`config.mk`:
```
export PLATFORM = sky130hd
export DESIGN_NAME = ppdu_deframer
export DESIGN_NICKNAME = d
export VERILOG_FILES = /design/src/rtl/ppdu_deframer.sv
export SDC_FILE = /design/constraint.sdc
export NUM_CORES = 1
export LEC_CHECK = 0
export BUFFER_PORTS_ARGS = -buffer_cell sky130_fd_sc_hd__buf_2
export CORE_ASPECT_RATIO = 1.75
export CORE_MARGIN = 2
export CORE_UTILIZATION = 50
export DETAILED_ROUTE_END_ITERATION = 6
export GPL_TIMING_DRIVEN = 1
export PLACE_DENSITY = 0.74
export SLEW_MARGIN = 40
export SYNTH_ARGS = -nofsm -noshare
export SYNTH_HDL_FRONTEND = slang
export SYNTH_SLANG_ARGS = --single-unit
```
`constraint.sdc`:
```
create_clock -name i_clk -period 5.8 [get_ports i_clk]
set_input_delay 1.16 -clock i_clk [delete_from_list [all_inputs] [get_ports i_clk]]
set_output_delay 1.16 -clock i_clk [all_outputs]
set_load 0.05 [all_outputs]
```
`src/rtl/ppdu_deframer.sv`:
```
// Bit-serial PPDU deframer: preamble hunt, SFD match, PHR length decode and
// LSB-first PSDU byte assembly with registered one-cycle strobes.
module ppdu_deframer #(
    parameter int unsigned PRE_MIN = 32,
    parameter logic [7:0]  SFD     = 8'hA7,
    parameter int unsigned MAX_LEN = 127
) (
    input  logic       i_clk,
    input  logic       i_rst_n,
    input  logic       i_bit_stream,
    input  logic       i_stream_valid,
    output logic [7:0] o_byte,
    output logic       o_byte_valid,
    output logic       o_sof,
    output logic       o_eof,
    output logic [6:0] o_frame_len,
    output logic       o_len_valid,
    output logic       o_sync_err,
    output logic       o_len_err,
    output logic       o_busy
);

    typedef enum logic [1:0] {ST_HUNT, ST_SFD, ST_PHR, ST_PSDU} state_e;

    localparam logic [7:0] PreMin = 8'(PRE_MIN);

    state_e     state_q, state_d;
    logic [7:0] zcnt_q, zcnt_d;
    logic [7:0] sr_q, sr_d;
    logic [2:0] bcnt_q, bcnt_d;
    logic [6:0] rem_q, rem_d;
    logic       first_q, first_d;
    logic [7:0] byte_q, byte_d;
    logic       byte_valid_q, byte_valid_d;
    logic       sof_q, sof_d;
    logic       eof_q, eof_d;
    logic [6:0] frame_len_q, frame_len_d;
    logic       len_valid_q, len_valid_d;
    logic       sync_err_q, sync_err_d;
    logic       len_err_q, len_err_d;
    logic       busy_q, busy_d;

    logic [7:0] sr_shift;
    logic [6:0] phr_len;

    assign sr_shift = {i_bit_stream, sr_q[7:1]};
    assign phr_len  = sr_shift[6:0];

    always_ff @(posedge i_clk or negedge i_rst_n) begin
        if (!i_rst_n) begin
            state_q      <= ST_HUNT;
            zcnt_q       <= '0;
            sr_q         <= '0;
            bcnt_q       <= '0;
            rem_q        <= '0;
            first_q      <= 1'b0;
            byte_q       <= '0;
            byte_valid_q <= 1'b0;
            sof_q        <= 1'b0;
            eof_q        <= 1'b0;
            frame_len_q  <= '0;
            len_valid_q  <= 1'b0;
            sync_err_q   <= 1'b0;
            len_err_q    <= 1'b0;
            busy_q       <= 1'b0;
        end else begin
            state_q      <= state_d;
            zcnt_q       <= zcnt_d;
            sr_q         <= sr_d;
            bcnt_q       <= bcnt_d;
            rem_q        <= rem_d;
            first_q      <= first_d;
            byte_q       <= byte_d;
            byte_valid_q <= byte_valid_d;
            sof_q        <= sof_d;
            eof_q        <= eof_d;
            frame_len_q  <= frame_len_d;
            len_valid_q  <= len_valid_d;
            sync_err_q   <= sync_err_d;
            len_err_q    <= len_err_d;
            busy_q       <= busy_d;
        end
    end

    always_comb begin
        state_d      = state_q;
        zcnt_d       = zcnt_q;
        sr_d         = sr_q;
        bcnt_d       = bcnt_q;
        rem_d        = rem_q;
        first_d      = first_q;
        byte_d       = byte_q;
        frame_len_d  = frame_len_q;
        byte_valid_d = 1'b0;
        sof_d        = 1'b0;
        eof_d        = 1'b0;
        len_valid_d  = 1'b0;
        sync_err_d   = 1'b0;
        len_err_d    = 1'b0;

        if (i_stream_valid) begin
            unique case (state_q)
                ST_HUNT: begin
                    if (!i_bit_stream) begin
                        if (zcnt_q != PreMin) zcnt_d = zcnt_q + 8'd1;
                    end else if (zcnt_q == PreMin) begin
                        // The qualifying 1 is already SFD bit 0.
                        state_d = ST_SFD;
                        sr_d    = sr_shift;
                        bcnt_d  = 3'd1;
                    end else begin
                        zcnt_d = '0;
                    end
                end
                ST_SFD: begin
                    sr_d   = sr_shift;
                    bcnt_d = bcnt_q + 3'd1;
                    if (bcnt_q == 3'd7) begin
                        if (sr_shift == SFD) begin
                            state_d = ST_PHR;
                        end else begin
                            state_d    = ST_HUNT;
                            sync_err_d = 1'b1;
                            zcnt_d     = '0;
                        end
                    end
                end
                ST_PHR: begin
                    sr_d   = sr_shift;
                    bcnt_d = bcnt_q + 3'd1;
                    if (bcnt_q == 3'd7) begin
                        if ((phr_len != 7'd0) && (32'(phr_len) <= MAX_LEN)) begin
                            state_d     = ST_PSDU;
                            frame_len_d = phr_len;
                            len_valid_d = 1'b1;
                            rem_d       = phr_len;
                            first_d     = 1'b1;
                        end else begin
                            state_d   = ST_HUNT;
                            len_err_d = 1'b1;
                            zcnt_d    = '0;
                        end
                    end
                end
                ST_PSDU: begin
                    sr_d   = sr_shift;
                    bcnt_d = bcnt_q + 3'd1;
                    if (bcnt_q == 3'd7) begin
                        byte_d       = sr_shift;
                        byte_valid_d = 1'b1;
                        sof_d        = first_q;
                        first_d      = 1'b0;
                        eof_d        = (rem_q == 7'd1);
                        rem_d        = rem_q - 7'd1;
                        if (rem_q == 7'd1) begin
                            state_d = ST_HUNT;
                            zcnt_d  = '0;
                        end
                    end
                end
                default: state_d = ST_HUNT;
            endcase
        end

        busy_d = (state_d != ST_HUNT);
    end

    assign o_byte       = byte_q;
    assign o_byte_valid = byte_valid_q;
    assign o_sof        = sof_q;
    assign o_eof        = eof_q;
    assign o_frame_len  = frame_len_q;
    assign o_len_valid  = len_valid_q;
    assign o_sync_err   = sync_err_q;
    assign o_len_err    = len_err_q;
    assign o_busy       = busy_q;

endmodule

```
# Word level (Yosys, flattened, before mapping)
# Cells that the tools add are included.
# W data, S select, Z words.
dict set report word_totals {
  ff_bits 51
  in_bits 4
  wordCells 102
}
dict set report classes {
  addsub 3
  eq_ne 19
  muxes 55
  n_reduce_logical 10
}
# op count
set ops {}
lappend ops {{$mux W8} 11}
lappend ops {{$pmux W8 S4} 1}
lappend ops {{$mux W1} 24}
lappend ops {{$mux W7} 3}
lappend ops {{$mux W2} 9}
lappend ops {{$ne A2 B2 Y1 const B} 9}
lappend ops {{$pmux W8 S2} 1}
lappend ops {{$pmux W7 S2} 1}
lappend ops {{$reduce_and A9 Y1} 1}
lappend ops {{$add A8 B1 Y8 const B} 1}
lappend ops {{$eq A8 B6 Y1 const B} 1}
lappend ops {{$eq A8 B8 Y1 const B} 1}
lappend ops {{$ne A8 B6 Y1 const B} 1}
lappend ops {{$pmux W2 S4} 1}
lappend ops {{$eq A7 B1 Y1 const B} 1}
lappend ops {{$reduce_bool A7 Y1} 1}
lappend ops {{$sub A7 B1 Y7 const B} 1}
lappend ops {{$mux W3} 2}
lappend ops {{$ne A3 B3 Y1 const B} 2}
lappend ops {{$pmux W3 S2} 1}
lappend ops {{$reduce_and A3 Y1} 2}
lappend ops {{$reduce_and A5 Y1} 1}
lappend ops {{$eq A2 B2 Y1 const B} 2}
lappend ops {{$reduce_and A4 Y1} 1}
lappend ops {{other kinds (7)} 8}

# Depth between registers and ports, before layout
# Gate-level depths: netlist of run 1.
dict set report depth {
  word_depth 6
  mapped_depth 7
}

# Worst setup path before layout of run 1
# OpenSTA, ideal clock, no wires.
dict set report synth_path {
  kind {input-to-reg}
  from {input i_stream_valid}
  to {register frame_len_q[1], in the netlist o_frame_len[1]}
  setup_ns 0.125
  t_arrival_ns 2.305
  t_required_ns 5.675
  setup_slack_ns 3.371
  cell_stages 4
  n_path_buf 1
  path_cell_list {buf_2 > nand3_1 > a211oi_2 > mux2_2}
}
dict set report synth_between {
  elab_chain_len 1
}
# element line
set synth_rtl {}
lappend synth_rtl {{start: declaration} 11} ;# input logic i_stream_valid,
lappend synth_rtl {{$reduce_and A4 Y1 (no source line)} n/a}
lappend synth_rtl {{end signal: assignment} 77} ;# frame_len_q <= frame_len_d;
lappend synth_rtl {{end: declaration} 37} ;# logic [6:0] frame_len_q, frame_len_d;
# Every way passes these cells.
# A chain may end at the register's enable or synchronous reset.

# Final worst setup path of run 1
dict set report layout_path {
  from {input i_stream_valid}
  to {register frame_len_q[6], in the netlist o_frame_len[6]}
}
# The elaborated chain is that of the path after synthesis.

==> results of run 1 <==
==> cell type report <==
type,count,area [um^2],share of cell area
clock buffer,5,68.8,0.0259
clock inverter,3,40.0,0.0151
inverter,12,45.0,0.0169
multi-input combinational,165,1060,0.397
sequential,50,1250,0.471
tap,52,65.1,0.0245
timing repair buffer,26,133,0.0499
==> routing by layer <==
metal,global-route usage,up-vias,share of wire
li1,-,890,-
met5,0,-,0
met2,0.387,32,0.56
met3,0.0339,10,0.025
met4,0.107,0,0.027
met1,0.203,930,0.38
==> cell families after synthesis <==
kind of cell,after synthesis,share of synthesized area
and+or+nand+nor,91,0.190
AOI/OAI and AO/OA,54,0.155
DFF,50,0.522
buffers and inverters,19,0.0366
muxes,14,0.0648
adders and majority gates,6,0.0313
==> where the power goes <==
group	total, W	leakage, nW	internal (W)	switching, W
registers	0.000493	0.668	0.000399	0.0000943
logic	0.000215	0.574	0.0000945	0.000121
clock network	0.000239	0.0579	0.000127	0.000112
==> sequential cells by signal, indices dropped and copies added, names as in the netlist <==
register      cells
o_eof             1
bcnt_q            3
o_len_err         1
zcnt_q            8
o_busy            1
o_frame_len       7
first_q           1
o_sync_err        1
rem_q             7
o_sof             1
sr_q              7
o_byte            8
o_len_valid       1
state_q           2
o_byte_valid      1
==> per-stage QoR <==
step	total power [W]	util	instance area (um^2)	hold slack, ns	instances
3_5_place_dp	0.000714	0.547	2550	0.462	305
4_1_cts	0.000953	0.570	2660	0.484	313
2_1_floorplan	0.000640	-	2390	0.439	234
6_report	0.000947	0.570	2660	0.476	313
3_3_place_gp	0.000704	0.547	2550	0.457	305
5_1_grt	0.00100	0.570	2660	0.502	313
==> worst max-delay path: cells and delay by family <==
kind | cells | cell delay [ns]
multiplexers | 1 | 0.41
AND/OR/NAND/NOR | 1 | 0.15
buffers and inverters | 1 | 0.17
AO/OA/AOI/OAI | 1 | 0.62
==> worst max-delay path by stage <==
| stage | end | start | slack (ns) |
|---|---|---|---|
| floorplan | o_frame_len[1] | i_stream_valid | 3.37 |
| detailed placement | o_frame_len[6] | i_stream_valid | 3.16 |
| CTS | o_frame_len[6] | i_stream_valid | 3.48 |
| global placement | o_frame_len[3] | i_stream_valid | 3.19 |
| global route | o_frame_len[6] | i_stream_valid | 3.38 |
| finish | o_frame_len[6] | i_stream_valid | 3.49 |
==> layout by cell type, fill, tap and decap left out, drive strengths merged, types with 3 or more instances in the layout <==
cell / count
or3: 3
ha: 6
inv: 11
o22ai: 3
buf: 26
nor2: 15
mux2: 12
dfrtp: 50
o22a: 4
clkbuf: 5
a211oi: 3
nand3: 6
clkinv: 3
o21ai: 10
nor3: 10
nand2: 40
a21oi: 12
a31oi: 6
nor4: 3
==> summary.md, run 1 <==
| Metric | Value |
|---|---|
| HP Class | flip-flop to flip-flop |
| Mapped cell area | 2390 um^2 |
| Gpl congestion | 0.853 |
| RSZ-0062 raised after global routing | no |
| FMAX | 0.433 GHz |
| Most common cell in the netlist | dfrtp_1 |
| Pwr Density | roughly 360 nW/um^2 |
| Worst ir drop on vdd | about 0.27 mV |
| Die Wd | between 50 and 60 um |
| Routed WL | 5090 um |
| Final period util | 0.398 |
| Worst-margin pin slew | roughly 0.66 ns |
| Vias in the first global route | about 1.9k |
| Number of synthesized flops with an enable pin | 0 |
| GRT Overall Usage | 0.201 |
| Number of remaining DRC errors | 0 |
| CP cell instances | buf_2 > nand3_1 > a211oi_2 > mux2_2 |
| Port Buffers | 25 |
| I/O pins | 26 |
| Layout cell share with drive strength beyond 1 | 0.215 |
| Setup_tns | 0 ns |
| Core area | 4670 um^2 |
| Dominant cells by area after synthesis | dfrtp_1 (52%), nand2_1 (6.3%), mux2_2 (5.6%), ha_1 (3.1%), a21oi_1 (2.5%) |
| CTS root buf | clkbuf_8 |
| Pins Over Slew Limit | 0 |
| Reg2reg start | bcnt_q[0] |
| Clock Latency Late Sink | 0.30 ns |
| Worst Hold Endpoint | o_byte[3] |
| Nets | 270 |
| Setup ws final | ~3.5 ns |
| Async SR Flop Fraction | 1.00 |
| First-pass iteration count of the detailed router | 4 |
| Worst Path Class, Setup | primary input to flip-flop |
| HP Start | o_byte[3] |
| Mean post-synth cell area | 10.2 um^2 |
| Final Hold Violating Endpoints | 0 |
| Postcts setup bufs | 0 |
| Setup clock skew after layout | 0.00712 ns |
| Max H-tree Level | 2 |
| CTS tree | built |
| Routed vias/inst | slightly below 6 |
| Post-cts sizing count | 0 |
| Top post-synthesis cells by count | dfrtp_1 (50), nand2_1 (40), nor2_1 (15) |
| Worst setup SP type | primary input |
| Pre-CTS WS | 3.16 ns |
| Post-layout minimum cycle time | around 2.3 ns |
| DPL Wire Length | 3650 um |
| Outcome | finished, final reports clean |
| P_leak | 1.30 nW |
| DRT antenna net count | 0 |
| Crit Reg-Reg Endpoint | o_frame_len[6] |
| CTS Buf Count | 5 |
| Top FF cell, synth | dfrtp_1 |
| Top cell type by total area after synthesis | dfrtp_1 |
| Syn_nets | 244 |
| Grt ovf | 0 |
| Largest fanout on the critical path | 9 |
| P&R area growth vs syn | 11.0% |
| Die area | roughly 5400 um^2 |
| CTS clk-pin slew, worst paths | approximately 0.090 ns |
| Initial cell density of the core | 0.513 |
| DR iter-0 viols | between 60 and 70 |
| CP max stage delay | 0.62 ns |
| Diode count | 0 |
| Die Y-Extent | ~96 um |
| Final setup fails | 0 |
| Crit. End Element | flip-flop |
| Synthesized instance count | 234 |
| Hold-fix buffer count after cts | 0 |
| Maximum buffer depth of the clock tree | 2 |
| Worst Hold Depth | 2 |
| Slowest stage cell, crit path | a211oi_2 |
| Seq/Total Area, Yosys | 0.522 |
| Initial antenna violation count | 0 |
| Share of the synthesized area in the top cell type | 0.522 |
| Critical Path AT | about 2.5 ns |
| Max-Slew Margin vs Limit | 0.559 |
| Worst reg-to-reg setup slack | between 3 and 4 ns |
| DR WL/cell | around 16 um |
| FF-to-FF path depth | 5 |
| FF+latch count, synth | 50 |
| Filler cells | roughly 440 |
| Max-cap violations | 0 |
| Distinct cells, synth | 49 |
| Largest net degree at the start of global routing | a little over 50 |
| FP Rows | 33 |
| Syn. warnings | 0 |
| CTS Sinks | 50 |
| Required time worst endpoint | approximately 6.0 ns |
| First-pass GRT wire length | between 8000 and 9000 um |
| Vias | around 1.9k |
Power figures use the tool's default switching activity.
==> inputs of run 2 (changes only) <==
--- a/config.mk
+++ b/config.mk
@@ -5,13 +5,14 @@
 export SDC_FILE = /design/constraint.sdc
 export NUM_CORES = 1
 export LEC_CHECK = 0
+export ABC_AREA = 1
 export BUFFER_PORTS_ARGS = -buffer_cell sky130_fd_sc_hd__buf_2
 export CORE_ASPECT_RATIO = 1.75
 export CORE_MARGIN = 2
 export CORE_UTILIZATION = 50
 export DETAILED_ROUTE_END_ITERATION = 6
 export GPL_TIMING_DRIVEN = 1
-export PLACE_DENSITY = 0.74
+export PLACE_DENSITY = 0.76
 export SLEW_MARGIN = 40
 export SYNTH_ARGS = -nofsm -noshare
 export SYNTH_HDL_FRONTEND = slang
==> constraint.sdc (replaced) <==
create_clock -name i_clk -period 1.92 [get_ports i_clk]
set_input_delay 0.384 -clock i_clk [delete_from_list [all_inputs] [get_ports i_clk]]
set_output_delay 0.384 -clock i_clk [all_outputs]
set_load 0.05 [all_outputs]
==> run 2 against run 1 <==
  * Cell count is 23% higher
  * Via count is 13% higher
  * Clock power grew to 2.7 times the previous value
  * Wire length increased by 1.2%
  * Combinational power increased to 4.3 times the previous value
  * Core utilization is 1.1 points higher
  * Hold slack worse by 0.30 ns
  * Clock-buffer cell count rose by 1
  * Sequential power increased to 3.0 times the previous value
  * Sequential share of layout area is 1.3 points lower
  * Area after synthesis increased by 2.7%
  * Final area up 2.9%
==> summary.md, run 2 <==
| Metric | Value |
|---|---|
| Total power | 0.00306 W (+220%) |
| Top FF cell, synth | dfrtp_1 |
| Worst ir drop on vdd | 1.01 mV (+270%) |
| FMAX | 0.556 GHz |
| Die Y-Extent | 96.8 um (+1.3%) |
| P_leak | 1.42 nW (+9.6%) |
| Setup clock skew after layout | 0.0108 ns (+0.00370 ns) |
| Nets | 342 (+27%) |
| CP max stage delay | 0.39 ns (-0.23 ns) |
| Share of the synthesized area in the top cell type | 0.509 (-0.0136) |
| Worst path buffer plus inverter count | 1 (unchanged) |
| Fin area | 2740 um^2 (+2.9%) |
| Worst path top cell family by delay | simple AND/OR/NAND/NOR gates |
| Worst Path Class, Setup | flip-flop to flip-flop |
| Async SR Flop Fraction | 1.00 (unchanged) |
| Layout cell share with drive strength beyond 1 | 0.186 (-0.0284) |
| Largest net degree at the start of global routing | 51 (unchanged) |
| Number of synthesized flops with an enable pin | 0 (unchanged) |
| Number of remaining DRC errors | 0 (unchanged) |
| Vias | 2,097 (+13%) |
| Top post-synthesis cells by count | nand2_1 (77), dfrtp_1 (50), nor2_1 (28), o21ai_0 (28), inv_1 (26) |
| Syn. warnings | 0 (unchanged) |
| Routed WL | 5150 um (+1.2%) |
| Post-DP Area | 2640 um^2 (+3.3%) |
| CTS root buf | clkbuf_8 |
| Max-Slew Margin vs Limit | 0.584 (+0.0254) |
| Most common cell after layout, fill and taps aside | nand2_1 |
| Maximum buffer depth of the clock tree | 2 (unchanged) |
| FF+latch count, synth | 50 (unchanged) |
| Commonest cells after routing, fill and taps aside | nand2_1 (77), dfrtp_1 (50), nor2_1 (28), o21ai_0 (28), inv_1 (26) |
| Die area | 5520 um^2 (+2.5%) |
| CP cell instances | ha_1 > ha_1 > nand2_1 > nor2_1 > inv_2 > nand2_1 > o21ai_1 |
| Routed vias/inst | 5.45 (-8.4%) |
| Port Buffers | 25 (unchanged) |
| CTS Sinks | 50 (unchanged) |
| Top cell type by total area after synthesis | dfrtp_1 |
| Crit. End Element | flip-flop |
| P&R area growth vs syn | 11.2% |
| Most common cell in the netlist | nand2_1 |
| Vias in the first global route | 1,934 (+4.1%) |
| First-pass iteration count of the detailed router | 4 (unchanged) |
| Distinct cells, synth | 27 (-45%) |
| Setup_tns | 0 ns (unchanged) |
| Grt ovf | 0 (unchanged) |
| First-pass GRT wire length | 8650 um (+3.2%) |
| Die Wd | 57.0 um (+1.2%) |
| Seq/Total Area, Yosys | 0.509 (-0.0136) |
| Post-Layout Cell Count | 385 (+23%) |
| Postcts setup bufs | 0 (unchanged) |
| Required time worst endpoint | 2.11 ns (-3.89 ns) |
| Max-cap violations | 0 (unchanged) |
| Synthesized instance count | 302 (+29%) |
| Dominant cells by area after synthesis | dfrtp_1 (51%), nand2_1 (12%), o21ai_0 (5.7%), nand3_1 (4.9%), nor2_1 (4.3%) |
| Final Hold Violating Endpoints | 0 (unchanged) |
| Syn_nets | 312 (+28%) |
| CTS tree | built |
| Pins Over Slew Limit | 0 (unchanged) |
| Worst-margin pin slew | 0.624 ns (-0.0370 ns) |
| Mapped cell area | 2460 um^2 (+2.7%) |
| Diode count | 0 (unchanged) |
| Pre-CTS WS | 0.136 ns (-3.02 ns) |
| Outcome | finished, final reports clean |
| Setup ws final | 0.122 ns (-3.37 ns) |
| HP Class | primary input to asynchronous set/reset pin |
| Largest fanout on the critical path | 17 (+8) |
| Core area | 4710 um^2 (+0.88%) |
| DR iter-0 viols | 47 (-31%) |
| Post-cts sizing count | 0 (unchanged) |
| Initial cell density of the core | 0.522 (+0.00905) |
| Pwr Density | 1120 nW/um^2 (+210%) |
| RSZ-0062 raised after global routing | no |
| Critical Path AT | 1.99 ns (-0.51 ns) |
| FP Rows | 33 (unchanged) |
| Gpl congestion | 0.831 (-2.6%) |
| DP Cell Count | 377 (+24%) |
| Initial antenna violation count | 0 (unchanged) |
| Worst setup SP type | flip-flop |
| Mean post-synth cell area | 8.14 um^2 (-20%) |
| DR WL/cell | 13.4 um (-18%) |
| DRT antenna net count | 0 (unchanged) |
| Final setup fails | 0 (unchanged) |
| Max H-tree Level | 2 (unchanged) |
| CTS Buf Count | 5 (unchanged) |
| CTS clk-pin slew, worst paths | 0.10 ns (about the same) |
| Filler cells | 437 (-1.6%) |
| Slowest stage cell, crit path | dfrtp_1 |
| Final period util | 0.937 |
| Clock Latency Late Sink | 0.30 ns (about the same) |
| GRT Overall Usage | 0.194 (-0.00776) |
| Post-layout minimum cycle time | 1.80 ns |
| DPL Wire Length | 3820 um (+4.8%) |
| I/O pins | 26 (unchanged) |
| Hold-fix buffer count after cts | 0 (unchanged) |
-- run 2: changes by cell type after synthesis, sizes merged, moves of 12 or more --
| cell | change |
|---|---|
| nand2 | +38 |
| o21ai | +38 |
| inv | +27 |
| nand3 | +20 |
| nor2 | +17 |
| mux2 | -12 |
-- run 2: layer usage --
metal	vias up	share of wire	GRT usage
met5	-	0	0
met4	0	0.034	0.0912
met3	16	0.028	0.0254
met2	60	0.54	0.332
met1	985	0.40	0.235
li1	1036	-	-
-- run 2: worst register-to-register path, delay by kind of cell (launching register included) --
family | cells | cell delay [ns]
buf+inv | 1 | 0.21
simple gates | 3 | 0.62
flops | 1 | 0.39
compound gates | 1 | 0.06
fa+ha+maj | 2 | 0.42
-- run 2: final cells by class --
cell class | count | area [um^2] | share of cell area
Sequential cell | 50 | 1250 | 0.457
Multi-Input combinational cell | 208 | 1020 | 0.373
Timing Repair Buffer | 29 | 155 | 0.0567
Inverter | 38 | 143 | 0.0522
Clock buffer | 6 | 82.6 | 0.0302
Tap cell | 52 | 65.1 | 0.0238
Clock inverter | 2 | 17.5 | 0.00640
-- run 2: final timing paths --
check                                      end  slack (ns)  cells past startpoint            from
worst max-delay path                 o_byte[3]        0.12                      7       bcnt_q[0]
worst min-delay path                 o_byte[2]        0.18                      2         i_rst_n
worst max register to register       o_byte[3]        0.12                      7       bcnt_q[0]
worst min register to register  o_frame_len[5]        0.47                      2  o_frame_len[5]
max in group asynchronous            bcnt_q[2]        1.32                      2         i_rst_n
min in group i_clk                   bcnt_q[0]        0.40                      2  i_stream_valid
-- run 2: where the power goes --
part	total (W)	switching (W)	internal (W)
clock	0.000653	0.000356	0.000297
sequential	0.00147	0.000201	0.00127
combinational	0.000933	0.000653	0.000280
-- run 2: cells by family (layout without fill, tap and decap cells) --
family          count (synthesis)  count (layout)  synth area share
compound gates                 56              56             0.125
xor+xnor                        2               2           0.00713
fa+ha+maj                       6               6            0.0305
buf+inv                        44              75            0.0758
flops                          50              50             0.509
simple gates                  144             144             0.253
-- run 2: per-stage QoR --
step / util / hold slack, ns
final: 0.581 / 0.175
after global routing: 0.581 / 0.226
after CTS: 0.581 / 0.203
after detailed placement: 0.560 / 0.457
after global placement: 0.560 / 0.452
after floorplan: - / 0.0884
